==> config.mk <==
export PLATFORM = sky130hd
export DESIGN_NAME = fxp_addsub_pipe
export DESIGN_NICKNAME = d
export VERILOG_FILES = /design/src/rtl/fxp_addsub_pipe.sv
export SDC_FILE = /design/constraint.sdc
export NUM_CORES = 1
export LEC_CHECK = 0
export ABC_AREA = 1
export CORE_MARGIN = 2
export CORE_UTILIZATION = 50
export DETAILED_ROUTE_END_ITERATION = 12
export PLACE_DENSITY = 0.72
export SETUP_SLACK_MARGIN = 0.4
export SYNTH_ARGS = -nofsm -noshare
export SYNTH_HDL_FRONTEND = slang
export SYNTH_SLANG_ARGS = --single-unit
==> constraint.sdc <==
create_clock -name clk -period 3.4 [get_ports clk]
set_clock_uncertainty 0.05 [all_clocks]
set_input_delay 0.68 -clock clk [delete_from_list [all_inputs] [get_ports clk]]
set_output_delay 0.68 -clock clk [all_outputs]
set_load 0.005 [all_outputs]
==> src/rtl/fxp_addsub_pipe.sv <==
// Pipelined signed fixed-point adder/subtractor built on a radix-2 group carry-lookahead tree,
// with a valid/ready handshake, optional saturation and a saturating overflow event counter.
module fxp_addsub_pipe #(
  parameter int WIDTH = 64,
  parameter int GROUP = 2,
  parameter int PIPE  = 2,
  parameter int CNT_W = 16
) (
  input  logic             clk,
  input  logic             rst_n,
  input  logic             in_valid,
  output logic             in_ready,
  input  logic [WIDTH-1:0] in_a,
  input  logic [WIDTH-1:0] in_b,
  input  logic             in_carry,
  input  logic [1:0]       in_mode,
  output logic             out_valid,
  input  logic             out_ready,
  output logic [WIDTH-1:0] out_s,
  output logic             out_carry,
  output logic             out_overflow,
  output logic             out_sat,
  output logic [CNT_W-1:0] ovf_count,
  input  logic             clr_count
);

  localparam int NG        = WIDTH / GROUP;
  localparam int LV        = $clog2(NG);
  localparam int FIRST_REG = LV + 1 - PIPE;

  localparam int OFF_P  = 0;
  localparam int OFF_G  = NG;
  localparam int OFF_SM = 2 * NG;
  localparam int OFF_C0 = 2 * NG + 1;
  localparam int OFF_B  = 2 * NG + 2;
  localparam int OFF_A  = 2 * NG + 2 + WIDTH;
  localparam int PW     = 2 * NG + 2 + 2 * WIDTH;

  logic             adv;
  logic [WIDTH-1:0] b_x;
  logic             c0;
  logic [NG-1:0]    leaf_g;
  logic [NG-1:0]    leaf_p;

  // One global enable: the whole pipe moves only when the output slot is free or being taken.
  assign adv      = ~out_valid | out_ready;
  assign in_ready = adv;

  assign b_x = in_mode[0] ? ~in_b : in_b;
  assign c0  = in_mode[0] ? ~in_carry : in_carry;

  function automatic logic [1:0] group_gp(input logic [GROUP-1:0] gv, input logic [GROUP-1:0] pv);
    logic gg;
    logic pp;
    gg = 1'b0;
    pp = 1'b1;
    for (int i = 0; i < GROUP; i++) begin
      gg = gv[i] | (pv[i] & gg);
      pp = pp & pv[i];
    end
    return {gg, pp};
  endfunction

  always_comb begin
    leaf_g = '0;
    leaf_p = '0;
    for (int j = 0; j < NG; j++) begin
      {leaf_g[j], leaf_p[j]} = group_gp(in_a[j*GROUP +: GROUP] & b_x[j*GROUP +: GROUP],
                                        in_a[j*GROUP +: GROUP] ^ b_x[j*GROUP +: GROUP]);
    end
  end

  // Level k of the prefix tree combines each group with the one 2^(k-1) below it; a register
  // may follow any level, and the last PIPE levels are the ones that get one.
  for (genvar k = 0; k <= LV; k++) begin : g_stage
    logic [PW-1:0] y;
    logic [PW-1:0] z;
    logic          y_vld;
    logic          z_vld;

    if (k == 0) begin : g_leaf
      assign y     = {in_a, b_x, c0, in_mode[1], leaf_g, leaf_p};
      assign y_vld = in_valid;
    end else begin : g_tree
      localparam int SPAN = 1 << (k - 1);
      logic [NG-1:0] gi;
      logic [NG-1:0] pin;
      logic [NG-1:0] go;
      logic [NG-1:0] po;

      assign gi  = g_stage[k-1].z[OFF_G +: NG];
      assign pin = g_stage[k-1].z[OFF_P +: NG];

      always_comb begin
        go = gi;
        po = pin;
        for (int i = SPAN; i < NG; i++) begin
          go[i] = gi[i] | (pin[i] & gi[i-SPAN]);
          po[i] = pin[i] & pin[i-SPAN];
        end
      end

      assign y     = {g_stage[k-1].z[PW-1:2*NG], go, po};
      assign y_vld = g_stage[k-1].z_vld;
    end

    if (k >= FIRST_REG) begin : g_reg
      // Data only loads with a valid beat so idle inputs never disturb the held result.
      always_ff @(posedge clk or negedge rst_n) begin
        if (!rst_n) begin
          z     <= '0;
          z_vld <= 1'b0;
        end else if (adv) begin
          z_vld <= y_vld;
          if (y_vld) begin
            z <= y;
          end
        end
      end
    end else begin : g_wire
      assign z     = y;
      assign z_vld = y_vld;
    end
  end

  logic [WIDTH-1:0] fa;
  logic [WIDTH-1:0] fb;
  logic             fc0;
  logic             fsm;
  logic [NG-1:0]    pg;
  logic [NG-1:0]    pp;
  logic [NG-1:0]    gcar;
  logic             tree_cout;
  logic [WIDTH-1:0] s_raw;
  logic             c_msb_in;
  logic             ovf;
  logic [WIDTH-1:0] sat_val;

  assign fa  = g_stage[LV].z[OFF_A +: WIDTH];
  assign fb  = g_stage[LV].z[OFF_B +: WIDTH];
  assign fc0 = g_stage[LV].z[OFF_C0];
  assign fsm = g_stage[LV].z[OFF_SM];
  assign pg  = g_stage[LV].z[OFF_G +: NG];
  assign pp  = g_stage[LV].z[OFF_P +: NG];

  always_comb begin
    gcar    = '0;
    gcar[0] = fc0;
    for (int j = 1; j < NG; j++) begin
      gcar[j] = pg[j-1] | (pp[j-1] & fc0);
    end
  end

  assign tree_cout = pg[NG-1] | (pp[NG-1] & fc0);

  always_comb begin : p_sum
    logic c;
    c        = 1'b0;
    s_raw    = '0;
    c_msb_in = 1'b0;
    for (int i = 0; i < WIDTH; i++) begin
      if (i % GROUP == 0) begin
        c = gcar[i / GROUP];
      end
      s_raw[i] = fa[i] ^ fb[i] ^ c;
      if (i == WIDTH - 1) begin
        c_msb_in = c;
      end
      c = (fa[i] & fb[i]) | ((fa[i] ^ fb[i]) & c);
    end
  end

  // Overflow only happens when A and B' share a sign, so A's sign picks the clamp direction.
  assign ovf     = c_msb_in ^ tree_cout;
  assign sat_val = fa[WIDTH-1] ? {1'b1, {(WIDTH-1){1'b0}}} : {1'b0, {(WIDTH-1){1'b1}}};

  assign out_valid    = g_stage[LV].z_vld;
  assign out_s        = (fsm & ovf) ? sat_val : s_raw;
  assign out_carry    = tree_cout;
  assign out_overflow = ovf;
  assign out_sat      = fsm & ovf;

  always_ff @(posedge clk or negedge rst_n) begin
    if (!rst_n) begin
      ovf_count <= '0;
    end else if (clr_count) begin
      ovf_count <= '0;
    end else if (out_valid && out_ready && ovf && (ovf_count != {CNT_W{1'b1}})) begin
      ovf_count <= ovf_count + CNT_W'(1);
    end
  end

endmodule

==> summary.md <==
| Metric | Value |
|---|---|
| CTS buffer count | 45 |
| Max Root-Sink Buffers | 3 |
| Layout area overhead | 23.2% |
| Pre-CTS WS | 0.286 ns |
| Fin crit share | 103% |
| Top cell type's share of synthesized area | 48.6% |
| Vias in the first global route | 17400 |
| Mapped Area | 20900 um^2 |
| Max_slew headroom | 58.8% |
| WHS | 0.0355 ns |
| Ys async rst share | 100% |
| Main flop type after synthesis | dfrtp_1 |
| RePlAce Congestion | 0.964 |
| Worst setup EP type | output port |
| Post-synth EDFFs | 0 |
| Net Sw Power | 6020 uW |
| Switching share of power | 34.0% |
| Sequential power share | 36.3% |
| Die X | 208 um |
| VDD IR max | 0.000407 V |
| IO Pins | 221 |
| Core ar. | 41000 um^2 |
| WS Path Type | reg2out |
| Port Buf Inserts | 220 |
| Post-route ant nets | 0 |
| Syn Area/Cell | 8.14 um^2 |
| Hold_buf cts | 0 |
| Layout Utilization | 62.7% |
| CTS tree | done |
| Fmax | 285 MHz |
| Iter 0 DRT Violations | 1285 |
| Final HPWL DP | 40.4 mm |
| Slew Viols, Final | 0 |
| Share of cells above drive strength 1 | 8.94% |
| Area after DPL | 23700 um^2 |
| Worst EP arrival | 2.77 ns |
| Vias per cell | 5.22 |
| Int Power | 11700 uW |
| Post-route setup slack | -0.105 ns |
| P_leak | 0.0131 uW |
| Failing checks | negative setup slack |
| Clk_lat worst skew | 0.58 ns |
| Mapped Cells | 2565 |
| Crit-path max FO | 19 |
| Pre-antenna DRT Iters | 5 |
| Tightest Pin Transition | 0.618 ns |
| Seq cells post-synth | 406 |
| Status | complete, but fails checks |
| Top post-synthesis cells by area | dfrtp_1, nand2_1, o21ai_0, inv_1, xor2_1 |
| Post-synth top cells | nand2_1, dfrtp_1, inv_1, o21ai_0, xor2_1 |
| Vias | 17600 |
| Post-synth top area cell | dfrtp_1 |
| Hold Crit Class | in2async |
| Die area | 43400 um^2 |
| DRC Markers | 0 |
| Worst setup SP type | flop |
| Worst Path Required | 2.67 ns |
| Fin crit period | 3.50 ns |
| Initial antenna violation count | 0 |
| First-pass GRT wire length | 93.7 mm |
| Largest net degree at the start of global routing | 113 |
| Antenna cells | 0 |
| Vert. Die Dim | 208 um |
| Logic gate share of total power | 36.0% |
| Sink Count | 406 |
| Clock network fraction of total power | 27.7% |
| Syn Nets | 2798 |
| Synth unique cells | 35 |
| Most numerous cell in the Yosys netlist | nand2_1 |
| Max cap viols | 0 |
| Pwr dens | 687 nW/um^2 |
| Reg clk slew, reported paths | 0.06 ns |
| # setup viols final | 8 |
| H-Tree Level Count | 2 |
| Sequential share of the synthesized area | 48.6% |
| RSZ-0062 raised after global routing | yes |
| Initial Utilization | 50.9% |
| Aggregate global routing overflow | 0 |
| Final Hold Vio Count | 0 |
| Design area | 25700 um^2 |
| Detailed Route WL | 59.4 mm |
| WL/cell | 17.7 um |
| GRT Total Usage | 27.3% |
| Yosys warning count | 0 |
| Clk root buf | clkbuf_16 |
| Site Rows | 74 |
| Final #Nets | 3031 |
[worst max-delay path, stage by stage (launching register included)]
cell and delay [ns]:
dfrtp_1 0.39, inv_2 0.11, o21bai_4 0.06, fa_2 0.37, nand2_2 0.11, nand2_4 0.07, nor2_4 0.16, nand2_4 0.15
buf_8 0.19, o21ai_0 0.07, clkdlybuf4s50_1 0.52
[registers in the layout, summed over array words and instances (netlist names)]
name           flops
g_stage.z        388
g_stage.z_vld      1
out_valid          1
ovf_count         16
[layout by cell type, fill, tap and decap left out, types with 4 or more instances in the layout]
| cell type | count |
|---|---|
| a21oi_1 | 30 |
| buf_12 | 20 |
| buf_2 | 33 |
| buf_4 | 19 |
| buf_6 | 25 |
| buf_8 | 7 |
| clkbuf_1 | 11 |
| clkbuf_16 | 49 |
| clkbuf_2 | 11 |
| clkbuf_8 | 9 |
| clkdlybuf4s50_1 | 155 |
| clkinv_2 | 6 |
| dfrtp_1 | 406 |
| dlygate4sd2_1 | 8 |
| dlymetal6s2s_1 | 10 |
| fa_1 | 31 |
| ha_1 | 65 |
| inv_1 | 300 |
| inv_2 | 7 |
| nand2_1 | 934 |
| nand2_2 | 28 |
| nand2_4 | 6 |
| nand3_1 | 67 |
| nand4_1 | 9 |
| nor2_1 | 66 |
| nor2_2 | 4 |
| nor2_4 | 4 |
| nor3_1 | 8 |
| o21ai_0 | 282 |
| o21ai_1 | 13 |
| o21ai_2 | 8 |
| o21bai_1 | 17 |
| o221ai_1 | 4 |
| o22ai_1 | 18 |
| xnor2_1 | 33 |
| xor2_1 | 98 |
[routing by layer]
layer  routed length [um]  track usage, %  vias to the layer above
met1                25900            37.8                     8453
met2                27800            44.3                      572
met5                    0               0                        -
li1                     -               -                     8416
met4                 1870            9.55                        0
met3                 3710            3.71                      109
[final timing paths]
| check | from | to | slack, ns | cells past startpoint |
|---|---|---|---|---|
| hold reg to reg | g_stage[4].z[193]$_DFFE_PN0P_ | g_stage[4].z[193]$_DFFE_PN0P_ | 0.42 | 2 |
| max in group asynchronous | rst_n | ovf_count[7]$_DFFE_PN0P_ | 2.44 | 2 |
| setup / recovery | g_stage[5].z[65]$_DFFE_PN0P_ | out_s[51] | -0.10 | 10 |
| hold / removal | rst_n | g_stage[5].z[91]$_DFFE_PN0P_ | 0.04 | 1 |
| min in group clk | g_stage[4].z[193]$_DFFE_PN0P_ | g_stage[4].z[193]$_DFFE_PN0P_ | 0.42 | 2 |
| setup reg to reg | g_stage[5].z[65]$_DFFE_PN0P_ | ovf_count[9]$_DFFE_PN0P_ | 1.01 | 11 |
[kinds of logic after synthesis]
kind of cell | share of synthesized area [%]
adder cells (fa/ha/maj) | 6.96
XOR/XNOR | 5.49
AND/OR/NAND/NOR | 21.4
buffers and inverters | 8.03
flip-flops | 48.6
AO/OA/AOI/OAI | 9.49
[power by group through the flow]
stage,logic (uW),registers (uW),clock network [uW]
after floorplan,3110,6320,0
after CTS,6120,6410,4970
final,6370,6410,4900
after global routing,7060,6520,5160
after global placement,6030,6440,0
after detailed placement,6110,6480,0
[layout make-up]
class	count	area [um^2]
multi-input cells	1742	9200
fillers	3456	15300
inverters	310	1190
clock inverters	11	136
well taps	532	666
clock buffers	67	1340
flip-flops and latches	406	10200
repair buffers	293	3030
[repair_timing]
action | in CTS | in global routing
setup endpoints to repair | 66 | 66
gates cloned | 3 | 2
buffers inserted | 17 | 21
endpoints found under the hold margin | 0 | 0
resized for setup | 188 | 114
pin swaps | 5 | 2
[per-stage QoR]
stage | TNS [ns] | total power, uW | std cells
global placement | 0 | 12500 | 3240
detailed placement | 0 | 12600 | 3240
floorplan | 0 | 9440 | 2565
finish | -0.403 | 17700 | 3361
CTS | -2.12 | 17500 | 3338
global route | -2.62 | 18700 | 3361
Power figures use the tool's default switching activity.
